File: config.mk
export PLATFORM = sky130hd
export DESIGN_NAME = mem_stage
export DESIGN_NICKNAME = d
export VERILOG_FILES = /design/src/rtl/mem_stage.sv
export SDC_FILE = /design/constraint.sdc
export NUM_CORES = 1
export LEC_CHECK = 0
export BUFFER_PORTS_ARGS = -buffer_cell sky130_fd_sc_hd__clkbuf_2
export CAP_MARGIN = 10
export CORE_MARGIN = 10
export CORE_UTILIZATION = 25
export DETAILED_ROUTE_END_ITERATION = 8
export PLACE_DENSITY_LB_ADDON = 0.1
export SLEW_MARGIN = 20
export SYNTH_ARGS = -nofsm -noshare
export SYNTH_HDL_FRONTEND = slang
export SYNTH_SLANG_ARGS = --single-unit
File: constraint.sdc
create_clock -name clk -period 7 [get_ports clk]
set_clock_uncertainty 0.15 [all_clocks]
set_input_delay 1.05 -clock clk [delete_from_list [all_inputs] [get_ports clk]]
set_output_delay 1.05 -clock clk [all_outputs]
set_load 0.01 [all_outputs]
File: src/rtl/mem_stage.sv
// Memory stage: one outstanding data-bus access with a WAIT timeout.
// Define MEM_STAGE_MISALIGN_EN to trap misaligned loads/stores.
module mem_stage #(
  parameter int TIMEOUT_CYCLES = 255
) (
  input  logic        clk,
  input  logic        RESET_N,
  input  logic        MEM_V,
  input  logic [31:0] MEM_IR,
  input  logic [63:0] MEM_NPC,
  input  logic [63:0] MEM_ALU_RESULT,
  input  logic [63:0] MEM_SR2,
  input  logic [63:0] MEM_CSRFD,
  input  logic [63:0] MEM_RFD,
  input  logic        MEM_ECALL,
  output logic        V_MEM_STALL,
  output logic        DMEM_REQ,
  output logic        DMEM_WE,
  output logic [63:0] DMEM_ADDR,
  output logic [63:0] DMEM_WDATA,
  output logic [7:0]  DMEM_WSTRB,
  input  logic        DMEM_ACK,
  input  logic [63:0] DMEM_RDATA,
  output logic        WB_V,
  output logic        WB_ECALL,
  output logic        WB_BUS_ERR,
  output logic        WB_MISALIGN,
  output logic [31:0] WB_IR,
  output logic [63:0] WB_NPC,
  output logic [63:0] WB_ALU_RESULT,
  output logic [63:0] WB_MEM_DATA,
  output logic [63:0] WB_CSRFD,
  output logic [63:0] WB_RFD
);

  typedef enum logic {IDLE, WAIT} state_t;

  typedef struct packed {
    logic        v;
    logic        ecall;
    logic        bus_err;
    logic        misalign;
    logic [31:0] ir;
    logic [63:0] npc;
    logic [63:0] alu;
    logic [63:0] mem_data;
    logic [63:0] csrfd;
    logic [63:0] rfd;
  } wb_t;

  typedef struct packed {
    logic        req;
    logic        we;
    logic [63:0] addr;
    logic [63:0] wdata;
    logic [7:0]  wstrb;
  } dm_t;

  localparam logic [15:0] TO_LAST = 16'(TIMEOUT_CYCLES - 1);

  state_t      state, state_nx;
  wb_t         wb_q, wb_nx;
  dm_t         dm_q, dm_nx;
  logic [15:0] cnt_q, cnt_nx;

  logic [31:0] c_ir;
  logic [63:0] c_npc, c_addr, c_csrfd, c_rfd;
  logic        c_ecall;

  logic [2:0]  f3, off, c_f3, c_off;
  logic        is_ld, is_st, is_mem, mis_en, issue, tmo;
  logic [7:0]  smask;
  logic [63:0] ld_sh, ld_data;

  assign f3     = MEM_IR[14:12];
  assign off    = MEM_ALU_RESULT[2:0];
  assign is_ld  = MEM_IR[6:0] == 7'b0000011 && f3 != 3'd7;
  assign is_st  = MEM_IR[6:0] == 7'b0100011 && !f3[2];
  assign is_mem = is_ld | is_st;

`ifdef MEM_STAGE_MISALIGN_EN
  always_comb begin
    case (f3[1:0])
      2'd0:    mis_en = 1'b0;
      2'd1:    mis_en = off[0];
      2'd2:    mis_en = |off[1:0];
      default: mis_en = |off;
    endcase
  end
`else
  assign mis_en = 1'b0;
`endif

  assign issue = state == IDLE && MEM_V && is_mem && !mis_en;
  assign tmo   = TIMEOUT_CYCLES != 0 && cnt_q == TO_LAST;

  assign c_f3  = c_ir[14:12];
  assign c_off = c_addr[2:0];
  assign ld_sh = DMEM_RDATA >> {c_off, 3'b000};

  always_comb begin
    case (f3[1:0])
      2'd0:    smask = 8'h01;
      2'd1:    smask = 8'h03;
      2'd2:    smask = 8'h0F;
      default: smask = 8'hFF;
    endcase
  end

  always_comb begin
    case (c_f3)
      3'd0:    ld_data = {{56{ld_sh[7]}}, ld_sh[7:0]};
      3'd1:    ld_data = {{48{ld_sh[15]}}, ld_sh[15:0]};
      3'd2:    ld_data = {{32{ld_sh[31]}}, ld_sh[31:0]};
      3'd4:    ld_data = {56'h0, ld_sh[7:0]};
      3'd5:    ld_data = {48'h0, ld_sh[15:0]};
      3'd6:    ld_data = {32'h0, ld_sh[31:0]};
      default: ld_data = ld_sh;
    endcase
  end

  always_comb begin
    V_MEM_STALL = 1'b0;
    if (RESET_N)
      V_MEM_STALL = (state == IDLE) ? issue : !DMEM_ACK;
  end

  always_comb begin
    state_nx = state;
    wb_nx    = '0;
    dm_nx    = dm_q;
    cnt_nx   = cnt_q;
    unique case (state)
      IDLE: begin
        cnt_nx = '0;
        if (issue) begin
          state_nx    = WAIT;
          dm_nx.req   = 1'b1;
          dm_nx.we    = is_st;
          dm_nx.addr  = {MEM_ALU_RESULT[63:3], 3'b000};
          dm_nx.wdata = is_st ? MEM_SR2 << {off, 3'b000} : '0;
          dm_nx.wstrb = is_st ? smask << off : '0;
        end else if (MEM_V) begin
          wb_nx.v        = 1'b1;
          wb_nx.ecall    = MEM_ECALL;
          wb_nx.misalign = is_mem & mis_en;
          wb_nx.ir       = MEM_IR;
          wb_nx.npc      = MEM_NPC;
          wb_nx.alu      = MEM_ALU_RESULT;
          wb_nx.csrfd    = MEM_CSRFD;
          wb_nx.rfd      = MEM_RFD;
        end
      end
      WAIT: begin
        if (DMEM_ACK || tmo) begin
          state_nx      = IDLE;
          dm_nx         = '0;
          cnt_nx        = '0;
          wb_nx.v       = 1'b1;
          wb_nx.ecall   = c_ecall;
          wb_nx.bus_err = !DMEM_ACK;
          wb_nx.ir      = c_ir;
          wb_nx.npc     = c_npc;
          wb_nx.alu     = c_addr;
          wb_nx.csrfd   = c_csrfd;
          wb_nx.rfd     = c_rfd;
          // bit 5 of the opcode separates stores from loads
          if (DMEM_ACK && !c_ir[5])
            wb_nx.mem_data = ld_data;
        end else begin
          cnt_nx = cnt_q + 16'd1;
        end
      end
    endcase
  end

  always_ff @(posedge clk or negedge RESET_N) begin
    if (!RESET_N) begin
      state   <= IDLE;
      wb_q    <= '0;
      dm_q    <= '0;
      cnt_q   <= '0;
      c_ir    <= '0;
      c_npc   <= '0;
      c_addr  <= '0;
      c_csrfd <= '0;
      c_rfd   <= '0;
      c_ecall <= 1'b0;
    end else begin
      state <= state_nx;
      wb_q  <= wb_nx;
      dm_q  <= dm_nx;
      cnt_q <= cnt_nx;
      if (issue) begin
        c_ir    <= MEM_IR;
        c_npc   <= MEM_NPC;
        c_addr  <= MEM_ALU_RESULT;
        c_csrfd <= MEM_CSRFD;
        c_rfd   <= MEM_RFD;
        c_ecall <= MEM_ECALL;
      end
    end
  end

  assign DMEM_REQ      = dm_q.req;
  assign DMEM_WE       = dm_q.we;
  assign DMEM_ADDR     = dm_q.addr;
  assign DMEM_WDATA    = dm_q.wdata;
  assign DMEM_WSTRB    = dm_q.wstrb;
  assign WB_V          = wb_q.v;
  assign WB_ECALL      = wb_q.ecall;
  assign WB_BUS_ERR    = wb_q.bus_err;
  assign WB_MISALIGN   = wb_q.misalign;
  assign WB_IR         = wb_q.ir;
  assign WB_NPC        = wb_q.npc;
  assign WB_ALU_RESULT = wb_q.alu;
  assign WB_MEM_DATA   = wb_q.mem_data;
  assign WB_CSRFD      = wb_q.csrfd;
  assign WB_RFD        = wb_q.rfd;

endmodule

==> results.json, run 1 <==
{
  "area.growth.synth_to_final_pct": 29.8,
  "slew-limit-headroom": 0.274,
  "wl_per_cell_um": 24.3,
  "port_buffers": 911,
  "n_fill_cell": 13106,
  "pwr-share-comb": 0.109,
  "cp-start-kind": "primary input",
  "post_drt_via_cell_ratio": 4.62,
  "cp_slowest_stage_delay_ns": 0.72,
  "cts_resized": 0,
  "cts_max_level": 3,
  "dp_hpwl_um": 93100,
  "drtIter0Drc": 1796,
  "synthMuxAreaShare": 0.0501,
  "timing.final.max_slew_violations": 0,
  "dp.cells": 5272,
  "initial_core_util": 0.251,
  "status": "complete, no violations",
  "synth_ff_type": "dfrtp_1",
  "gr-total-overflow": 0,
  "endpoint_kind": "output pin",
  "netlist-cell-type-count": 57,
  "power.switching_w": 0.00305,
  "synthesis.instances": 2895,
  "tightest_slew_ns": 1.09,
  "ant_nets": 0,
  "avgSynthCellArea_um2": 11.1,
  "crit_type": "primary input to output pin",
  "dieArea_um2": 143000,
  "max_freq_ghz": 0.261,
  "power.internal_w": 0.00856,
  "layout.nets": 4133,
  "worst_hold_path_type": "flip-flop to flip-flop",
  "grt_util_met1": 0.223,
  "synth_edf_count": 0,
  "finalHoldViolations": 0,
  "multi_input_comb_area_um2": 11100,
  "drc": 0,
  "clk_latency_ns": 0.70,
  "p_leak_nw": 21.8,
  "io-pin-count": 916,
  "grt_antenna_before_repair": 22,
  "finalSetupViolCount": 0,
  "period_minus_slack_ns": 3.84,
  "top_usage_layer": "met2",
  "drtPass1Iterations": 5,
  "synthArstFlopShare": 1.00,
  "grt_util_met2": 0.294,
  "vias": 25225,
  "synth_top_family_by_area": "compound AO/OA/AOI/OAI gates",
  "ys_seq_area_frac": 0.623,
  "synth_compound_area_frac": 0.156,
  "worstPathArrival_ns": 2.64,
  "maxCapViolations": 0,
  "use_met3": 0.0596,
  "vdd_ir_drop_max_uv": 164,
  "core_um2": 127000,
  "clockRootBuffer": "clkbuf_16",
  "clockPowerShare": 0.452,
  "yosysWarnings": 0,
  "path_buf_inv": 2,
  "powerDensity_nw_per_um2": 280,
  "instances_no_fill": 5461,
  "cp_top_family": "simple AND/OR/NAND/NOR gates",
  "rsz0062_at_grt": "false",
  "ys_ff_latch": 796,
  "place_congestion": 0.846,
  "track_usage": 0.179,
  "cts_tree": "done",
  "power_w": 0.0116,
  "period_share": 0.548,
  "ff_latch_area_um2": 19900,
  "final.setup.tns_ns": 0,
  "die_h_um": 378,
  "cp_max_fo": 3,
  "drive_above_1_share": 0.311,
  "grt_pass1_wl_um": 191000,
  "clk_pin_slew_worst_paths_ns": 0.05,
  "cts.sinks": 796,
  "swShare": 0.263,
  "cts.path.max_buffers": 3,
  "worstPathRequired_ns": 5.80,
  "seq_power_share": 0.439,
  "synthAdderAreaFrac": 0.000782,
  "placementRows": 131,
  "cp_slowest_cell": "nor4_2",
  "layout.cells.most_common": "nand2_1",
  "synth_xor_area_frac": 0.00383,
  "worstPathCellList": "clkbuf_2 -> nor4_2 -> o2111ai_4 -> a21boi_0 -> clkbuf_2",
  "synth.cell_area_um2": 32000,
  "final_cell_mix": "nand2_1, clkbuf_2, dfrtp_1, a22o_1, mux2i_1",
  "grt_max_degree": 163,
  "drt-total-wl_um": 133000,
  "grt_pass1_vias": 26366,
  "cpMostUsedCell": "clkbuf_2",
  "cts_buffers": 96,
  "yosys.area_share.simple": 0.134,
  "die_w_um": 378
}
power groups by stage:
stage	combinational [W]	clock, W	sequential [W]
floorplan	0.000575	0	0.00520
global placement	0.00128	0	0.00518
detailed placement	0.00129	0	0.00518
CTS	0.00129	0.00543	0.00510
global route	0.00141	0.00560	0.00513
finish	0.00127	0.00525	0.00510
flip-flops by register name, summed over array words and instances, names as in the netlist:
| register | cells |
|---|---|
| DMEM_WDATA | 64 |
| WB_ALU_RESULT | 64 |
| WB_CSRFD | 64 |
| WB_MEM_DATA | 64 |
| WB_NPC | 64 |
| WB_RFD | 64 |
| c_addr | 64 |
| c_csrfd | 64 |
| c_npc | 64 |
| c_rfd | 64 |
| DMEM_ADDR | 61 |
| WB_IR | 32 |
| c_ir | 32 |
| cnt_q | 16 |
| DMEM_WSTRB | 8 |
| DMEM_REQ | 1 |
| DMEM_WE | 1 |
| WB_BUS_ERR | 1 |
| WB_ECALL | 1 |
| WB_V | 1 |
| c_ecall | 1 |
| state | 1 |
per-stage QoR:
stage / hold WS (ns) / utilization / setup WS (ns) / cell area [um2]
3_3_place_gp: 0.302 / 0.299 / 2.84 / 38100
2_1_floorplan: 0.286 / - / 3.62 / 32000
6_report: 0.316 / 0.326 / 3.16 / 41500
4_1_cts: 0.323 / 0.326 / 3.14 / 41500
5_1_grt: 0.336 / 0.326 / 3.01 / 41500
3_5_place_dp: 0.308 / 0.299 / 2.80 / 38100
per-layer routing:
layer  up-vias  share of wire
met5         -        0.00065
met1     12617           0.41
li1      11591              -
met2       839           0.48
met3       166          0.082
met4        12          0.026
path summary, 6_finish.rpt:
kind	from	to	slack (ns)	cells past startpoint
max reg2reg	cnt_q[0]	WB_CSRFD[21]	3.55	8
max	MEM_IR[4]	V_MEM_STALL	3.16	5
min	c_ir[1]	c_ir[1]	0.32	1
max in group asynchronous	RESET_N	WB_ALU_RESULT[14]	4.07	4
min reg2reg	c_ir[1]	c_ir[1]	0.32	1
min in group asynchronous	RESET_N	WB_MEM_DATA[51]	0.66	2
Yosys cell counts (15+ instances only):
master	number	share of area
mux2i_1	98	0.031
a22o_1	375	0.10
nor2b_1	21	0.0041
nand2_1	913	0.11
buf_1	17	0.0020
nor2_1	73	0.0086
clkbuf_1	124	0.015
buf_2	80	0.013
o21ai_0	55	0.0086
a21oi_1	54	0.0084
a21oi_2	15	0.0041
mux2_2	24	0.0084
nor3_1	18	0.0028
a211oi_1	30	0.0070
mux4_2	15	0.011
dfrtp_1	796	0.62
o2bb2ai_1	45	0.012
repair_timing:
item / CTS / global route
hold buffers: 1 / 0
buffers inserted: 0 / 0
hold endpoints to repair: 4 / 0
final cells by class:
cell class	count	area share
Tap cell	1662	0.0501
Multi-Input combinational cell	1862	0.267
Antenna cell	9	0.000542
Timing Repair Buffer	946	0.121
Inverter	8	0.000723
Clock buffer	142	0.0690
Clock inverter	36	0.0119
Sequential cell	796	0.480
kinds of logic (layout without fill, tap and decap cells):
| logic type | Yosys count | after routing |
|---|---|---|
| and+or+nand+nor | 1079 | 1079 |
| adders and majority gates | 2 | 2 |
| buffers and inverters | 240 | 1132 |
| muxes | 138 | 138 |
| DFF | 796 | 796 |
| AOI/OAI and AO/OA | 625 | 625 |
| other | 1 | 13 |
| xor gates and xnor gates | 14 | 14 |
worst register-to-register path, cell delays in order (launching register included):
cell and delay, ns:
dfrtp_1 0.43, inv_1 0.08, ha_1 0.13, nor4b_1 0.22, nand4b_1 0.17, nor2_1 0.36
o21a_4 0.80, buf_12 0.63, a22o_1 0.41
Power figures use the tool's default switching activity.
==> run 2, diff against run 1 <==
--- a/config.mk
+++ b/config.mk
@@ -5,6 +5,7 @@
 export SDC_FILE = /design/constraint.sdc
 export NUM_CORES = 1
 export LEC_CHECK = 0
+export ABC_AREA = 1
 export BUFFER_PORTS_ARGS = -buffer_cell sky130_fd_sc_hd__clkbuf_2
 export CAP_MARGIN = 10
 export CORE_MARGIN = 10
==> constraint.sdc (replaced) <==
create_clock -name clk -period 3.3 [get_ports clk]
set_clock_uncertainty 0.15 [all_clocks]
set_input_delay 0.495 -clock clk [delete_from_list [all_inputs] [get_ports clk]]
set_output_delay 0.495 -clock clk [all_outputs]
set_load 0.01 [all_outputs]
==> run 2 against run 1 <==
Effect of this change: combinational power increased to 2.6 times the previous value; flip-flop and latch count stayed put; register-to-register slack lost 2.8 ns; sequential power is 110% higher; sequential share of layout area decreased by 5.6 points; count of clock-buffer cells in the layout rose by 3; clock power rose by 110%.
==> results.json, run 2 <==
{
  "status": "complete, no violations",
  "clockRootBuffer": "clkbuf_16",
  "drc": 0,
  "placementRows": 135,
  "final_cell_mix": "nand2_1, clkbuf_2, dfrtp_1, o21ai_0, nand3_1",
  "finalSetupViolCount": 0,
  "yosysMostFrequentCell": "nand2_1",
  "place_congestion": 0.855,
  "synth.cell_area_um2": 34300,
  "placed_area_um2": 40800,
  "tightest_slew_ns": 0.928,
  "cts_max_level": 3,
  "period_minus_slack_ns": 3.07,
  "port_buffers": 911,
  "ys_ff_latch": 796,
  "synthTopCellsByCount": "nand2_1, dfrtp_1, o21ai_0",
  "core_um2": 136000,
  "drtPass1Iterations": 5,
  "yosysTopAreaCell": "dfrtp_1",
  "p_leak_nw": 24.8,
  "cp_max_fo": 12,
  "grt_max_degree": 140,
  "area.growth.synth_to_final_pct": 37.3,
  "cp_slowest_cell": "dlygate4sd3_1",
  "powerDensity_nw_per_um2": 535,
  "initial_core_util": 0.252,
  "period_share": 0.929,
  "post_drt_via_cell_ratio": 4.52,
  "cts_buffers": 99,
  "drtIter0Drc": 1936,
  "maxCapViolations": 0,
  "rr_worst_depth": 8,
  "worstPathRequired_ns": 2.65,
  "die_h_um": 390,
  "final.setup.tns_ns": 0,
  "min_from": "MEM_IR[4]",
  "drive_above_1_share": 0.254,
  "cts.path.max_buffers": 3,
  "layout.cells.most_common": "nand2_1",
  "endpoint_kind": "output pin",
  "synth_edf_count": 0,
  "finalHoldViolations": 0,
  "avgSynthCellArea_um2": 8.80,
  "timing.final.max_slew_violations": 0,
  "worstPathCellList": "dlygate4sd3_1 -> clkbuf_2 -> nor2_1 -> nand3_1 -> nor2_2 -> inv_2 -> nand2_1 -> nand2_8 -> a21boi_0 -> buf_2",
  "die_w_um": 390,
  "synthesis.instances": 3895,
  "cts_tree": "done",
  "track_usage": 0.196,
  "grt_antenna_before_repair": 15,
  "reg2reg_to": "WB_MEM_DATA[37]",
  "power_w": 0.0252,
  "n_fill_cell": 14393,
  "drt-total-wl_um": 155000,
  "clk_latency_ns": 0.70,
  "vdd_ir_drop_max_uv": 374,
  "cp-start-kind": "primary input",
  "fin_util": 0.347,
  "grt_pass1_wl_um": 225000,
  "cts.sinks": 796,
  "ys_seq_area_frac": 0.581,
  "io-pin-count": 916,
  "r2r_setup_slack_ns": 0.78,
  "crit_type": "primary input to output pin",
  "ant_nets": 0,
  "cp_slowest_stage_delay_ns": 0.53,
  "yosysWarnings": 0,
  "rsz0062_at_grt": "false",
  "synth_ff_type": "dfrtp_1",
  "gr-total-overflow": 0,
  "synth_area_leaders": "dfrtp_1, nand2_1, o21ai_0",
  "dp_hpwl_um": 113000,
  "hold_depth": 3,
  "synthArstFlopShare": 1.00,
  "holdPathEnd": "WB_IR[4]",
  "final_area_um2": 47100,
  "netlist-cell-type-count": 37,
  "synth.top_cell.area_share": 0.581,
  "clk_pin_slew_worst_paths_ns": 0.05,
  "slew-limit-headroom": 0.380,
  "r2r-start": "c_addr[0]",
  "dieArea_um2": 152000,
  "cp_top_family": "buffers and inverters",
  "grt_pass1_vias": 32599,
  "layout.nets": 5456,
  "vias": 31189,
  "worstPathArrival_ns": 2.42,
  "worst_hold_path_type": "primary input to flip-flop",
  "max_freq_ghz": 0.326,
  "wl_per_cell_um": 22.4,
  "path_buf_inv": 4
}
[run 2: cell count changes after synthesis, moves of 22 or more]
| cell | before | now |
|---|---|---|
| o21ai_0 | 55 | 650 |
| nand3_1 | 6 | 500 |
| inv_1 | 7 | 386 |
| a22o_1 | 375 | 0 |
| mux2i_1 | 98 | 1 |
| nand3_2 | 0 | 75 |
| o2bb2ai_1 | 45 | 0 |
| nand2_1 | 913 | 954 |
| buf_4 | 7 | 46 |
| a211oi_1 | 30 | 1 |
| mux2_2 | 24 | 0 |
| nor2_1 | 73 | 97 |
| buf_6 | 4 | 26 |
[run 2: tightest hold or removal path: cells and delay by family]
kind | cells | cell delay [ns]
AO/OA/AOI/OAI | 1 | 0.17
buffers and inverters | 1 | 0.10
AND/OR/NAND/NOR | 1 | 0.07
[run 2: worst max path at each step]
| stage | from | to | slack, ns | cells past startpoint |
|---|---|---|---|---|
| after floorplan | MEM_IR[4] | V_MEM_STALL | 1.07 | 9 |
| after global placement | MEM_IR[2] | DMEM_ADDR[57] | 0.50 | 11 |
| after detailed placement | MEM_IR[2] | DMEM_ADDR[58] | 0.52 | 11 |
| after CTS | MEM_IR[2] | V_MEM_STALL | 0.06 | 10 |
| after global routing | MEM_IR[2] | V_MEM_STALL | 0.13 | 10 |
| final | MEM_IR[2] | V_MEM_STALL | 0.23 | 10 |
[run 2: cell families after synthesis]
group / count (synthesis) / share of synthesized area
compound gates: 737 / 0.110
xor+xnor: 4 / 0.00102
fa+ha+maj: 2 / 0.000730
buf+inv: 673 / 0.0867
flops: 796 / 0.581
mux: 1 / 0.000292
other cells: 1 / 0.000109
simple gates: 1681 / 0.220
[run 2: report_power, final]
part / internal [W] / switching (W) / leakage [nW] / total, W
Sequential: 0.0105 / 0.000419 / 10.6 / 0.0109
Clock: 0.00645 / 0.00455 / 1.61 / 0.0110
Combinational: 0.00122 / 0.00209 / 12.5 / 0.00331
Total: 0.0181 / 0.00706 / 24.8 / 0.0252
[run 2: area by class of cell]
cell class | instances | area [um2] | area share
antenna | 4 | 10.0 | 0.000213
timing repair buffer | 1314 | 8710 | 0.185
sequential | 796 | 19900 | 0.423
tap | 1781 | 2230 | 0.0474
multi-input combinational | 2429 | 11400 | 0.243
inverter | 393 | 1480 | 0.0314
clock inverter | 34 | 382 | 0.00811
clock buffer | 145 | 2880 | 0.0612
[run 2: timing repair]
action                                 CTS  global route
gates resized for setup                  0             1
hold buffers                           292             0
setup endpoints to repair                0             1
endpoints found under the hold margin  824             0
setup buffers                            0             8
[run 2: routing by layer]
| metal | vias to the layer above | share of wire | global-route usage |
|---|---|---|---|
| met1 | 15275 | 0.40 | 0.231 |
| met5 | - | 0.00067 | 0 |
| li1 | 14832 | - | - |
| met4 | 16 | 0.032 | 0.0612 |
| met3 | 231 | 0.059 | 0.0499 |
| met2 | 835 | 0.51 | 0.347 |
[run 2: stage by stage]
stage	setup slack (ns)	hold WS, ns	instances
2_1_floorplan	1.07	0.0494	3898
3_3_place_gp	0.502	0.252	6413
3_5_place_dp	0.518	0.251	6413
4_1_cts	0.0615	0.000570	6884
5_1_grt	0.127	0.0277	6894
6_report	0.233	0.0550	6896
==> run 3, diff against run 2 <==
--- a/config.mk
+++ b/config.mk
@@ -8,9 +8,10 @@
 export ABC_AREA = 1
 export BUFFER_PORTS_ARGS = -buffer_cell sky130_fd_sc_hd__clkbuf_2
 export CAP_MARGIN = 10
-export CORE_MARGIN = 10
-export CORE_UTILIZATION = 25
+export CORE_AREA = 10 10 351 353
+export CTS_CLUSTER_DIAMETER = 150
 export DETAILED_ROUTE_END_ITERATION = 8
+export DIE_AREA = 0 0 361 363
 export PLACE_DENSITY_LB_ADDON = 0.1
 export SLEW_MARGIN = 20
 export SYNTH_ARGS = -nofsm -noshare
==> run 3 against run 2 <==
Effect of this change: clock power decreased by 5%; non-clock buffer count decreased by 45; worst hold slack got worse by 0.018 ns; fmax decreased by 1.1%; final cell count decreased by 4.5%; design area decreased by 1.8%; critical path type unchanged; critical endpoint unchanged.
==> results.json, run 3 (synthesis results as in run 2) <==
{
  "crit_type": "primary input to output pin",
  "placementRows": 125,
  "wl_met3_um": 9370,
  "period_minus_slack_ns": 3.10,
  "die_h_um": 363,
  "cts_tree": "done",
  "cp_slowest_stage_delay_ns": 0.53,
  "cts.path.max_buffers": 3,
  "finalSetupViolCount": 0,
  "dieArea_um2": 131000,
  "period_share": 0.939,
  "p_leak_nw": 24.4,
  "clk_latency_ns": 0.67,
  "setup_ws_ns": 0.200,
  "final.setup.tns_ns": 0,
  "track_usage": 0.212,
  "worstPathCellList": "dlygate4sd3_1 -> clkbuf_2 -> nand3_1 -> nor2_2 -> inv_2 -> nand2_1 -> nand2_8 -> a21boi_2 -> clkbuf_2",
  "clk_pin_slew_worst_paths_ns": 0.05,
  "drive_above_1_share": 0.248,
  "cp-start-kind": "primary input",
  "wl_per_cell_um": 21.9,
  "io-pin-count": 916,
  "worstPathRequired_ns": 2.65,
  "cpMostUsedCell": "clkbuf_2",
  "rr_worst_depth": 9,
  "grt_pass1_wl_um": 212000,
  "top_layer": "met5",
  "drt-total-wl_um": 144000,
  "initial_core_util": 0.296,
  "max_freq_ghz": 0.323,
  "cts.sinks": 796,
  "layout.cells.most_common": "nand2_1",
  "hold_depth": 3,
  "place_congestion": 0.922,
  "port_buffers": 911,
  "endpoint_kind": "output pin",
  "r2r_setup_slack_ns": 0.73,
  "wl_met1_um": 56800,
  "status": "complete, no violations",
  "grt_antenna_before_repair": 21,
  "maxCapViolations": 0,
  "rsz0062_at_grt": "false",
  "dp_hpwl_um": 103000,
  "slew-limit-headroom": 0.299,
  "cts_buffers": 95,
  "worstPathArrival_ns": 2.45,
  "min_from": "MEM_RFD[1]",
  "powerDensity_nw_per_um2": 532,
  "timing.final.max_slew_violations": 0,
  "core_um2": 116000,
  "area.growth.synth_to_final_pct": 34.8,
  "tightest_slew_ns": 1.05,
  "vdd_ir_drop_max_uv": 384,
  "drtPass1Iterations": 5,
  "grt_max_degree": 175,
  "post_drt_via_cell_ratio": 4.70,
  "drtIter0Drc": 2319,
  "gr-total-overflow": 0,
  "finalHoldViolations": 0,
  "cp_slowest_cell": "dlygate4sd3_1",
  "holdPathEnd": "c_rfd[1]",
  "r2r-start": "c_addr[0]",
  "vias": 30956,
  "final_cell_mix": "nand2_1, clkbuf_2, dfrtp_1, o21ai_0, nand3_1",
  "reg2reg_to": "WB_MEM_DATA[56]",
  "ant_nets": 0,
  "post-place-ws_ns": 0.232,
  "cp_max_fo": 14,
  "layout.nets": 5407,
  "grt_pass1_vias": 31878,
  "cts_max_level": 3,
  "met2_length_um": 72400,
  "die_w_um": 361,
  "hold_slack_ns": 0.0367,
  "clockRootBuffer": "clkbuf_16",
  "drc": 0,
  "worst_hold_path_type": "primary input to flip-flop"
}
==> run 3: cell count changes in the layout (fill, tap and decap cells not counted), sizes merged <==
cell	previous run	this run
clkbuf	1054	1050
buf	113	74
clkinvlp	2	5
clkinv	21	14
bufinv	5	3
diode	4	10
inv	399	397
dlygate4sd3	292	284
==> run 3: report_power, final <==
part	total [W]	switching [W]	internal, W
sequential	0.0109	0.000401	0.0105
clock	0.0104	0.00435	0.00609
combinational	0.00328	0.00206	0.00121
==> run 3: critical path, delay by kind of cell <==
family                 cells  cell delay, ns
and+or+nand+nor            4            0.69
AOI/OAI and AO/OA          1            0.32
buffers and inverters      4            0.94
==> run 3: what timing repair did <==
| action | CTS | global route |
|---|---|---|
| hold buffers | 284 | 0 |
| buffers inserted | 0 | 0 |
| setup endpoints to repair | 1 | 1 |
| resized for setup | 2 | 1 |
| cloned | 0 | 1 |
| hold endpoints to repair | 793 | 0 |
==> run 3: worst max-delay path by stage <==
stage	slack, ns	depth (start not counted)	start	end
after floorplan	1.07	9	MEM_IR[4]	V_MEM_STALL
after global placement	0.23	9	MEM_IR[6]	V_MEM_STALL
after detailed placement	0.23	9	MEM_IR[2]	V_MEM_STALL
after CTS	0.004	4	state	V_MEM_STALL
after global routing	0.09	9	MEM_IR[1]	V_MEM_STALL
final	0.20	9	MEM_IR[1]	V_MEM_STALL
==> run 3: final cells by class <==
class                   instances  area, um2
diodes                         10       25.0
clock buffers                 139       2790
clock inverters                26        285
fillers                     11886      69700
inverters                     393       1480
multi-input cells            2429      11400
flip-flops and latches        796      19900
well taps                    1524       1910
repair buffers               1269       8360
==> run 3: layer usage <==
metal | vias to the layer above | track usage
li1 | 14727 | -
met1 | 15015 | 0.246
met2 | 973 | 0.370
met3 | 229 | 0.0570
met4 | 12 | 0.0810
met5 | - | 0
==> run 3: per-stage QoR <==
| stage | utilization | std cells | power, W | area [um2] |
|---|---|---|---|---|
| 3_3_place_gp | 0.347 | 6126 | 0.0141 | 40200 |
| 2_1_floorplan | - | 3898 | 0.0125 | 34300 |
| 6_report | 0.399 | 6586 | 0.0246 | 46200 |
| 3_5_place_dp | 0.347 | 6126 | 0.0141 | 40200 |
| 5_1_grt | 0.399 | 6582 | 0.0257 | 46200 |
| 4_1_cts | 0.398 | 6575 | 0.0250 | 46200 |
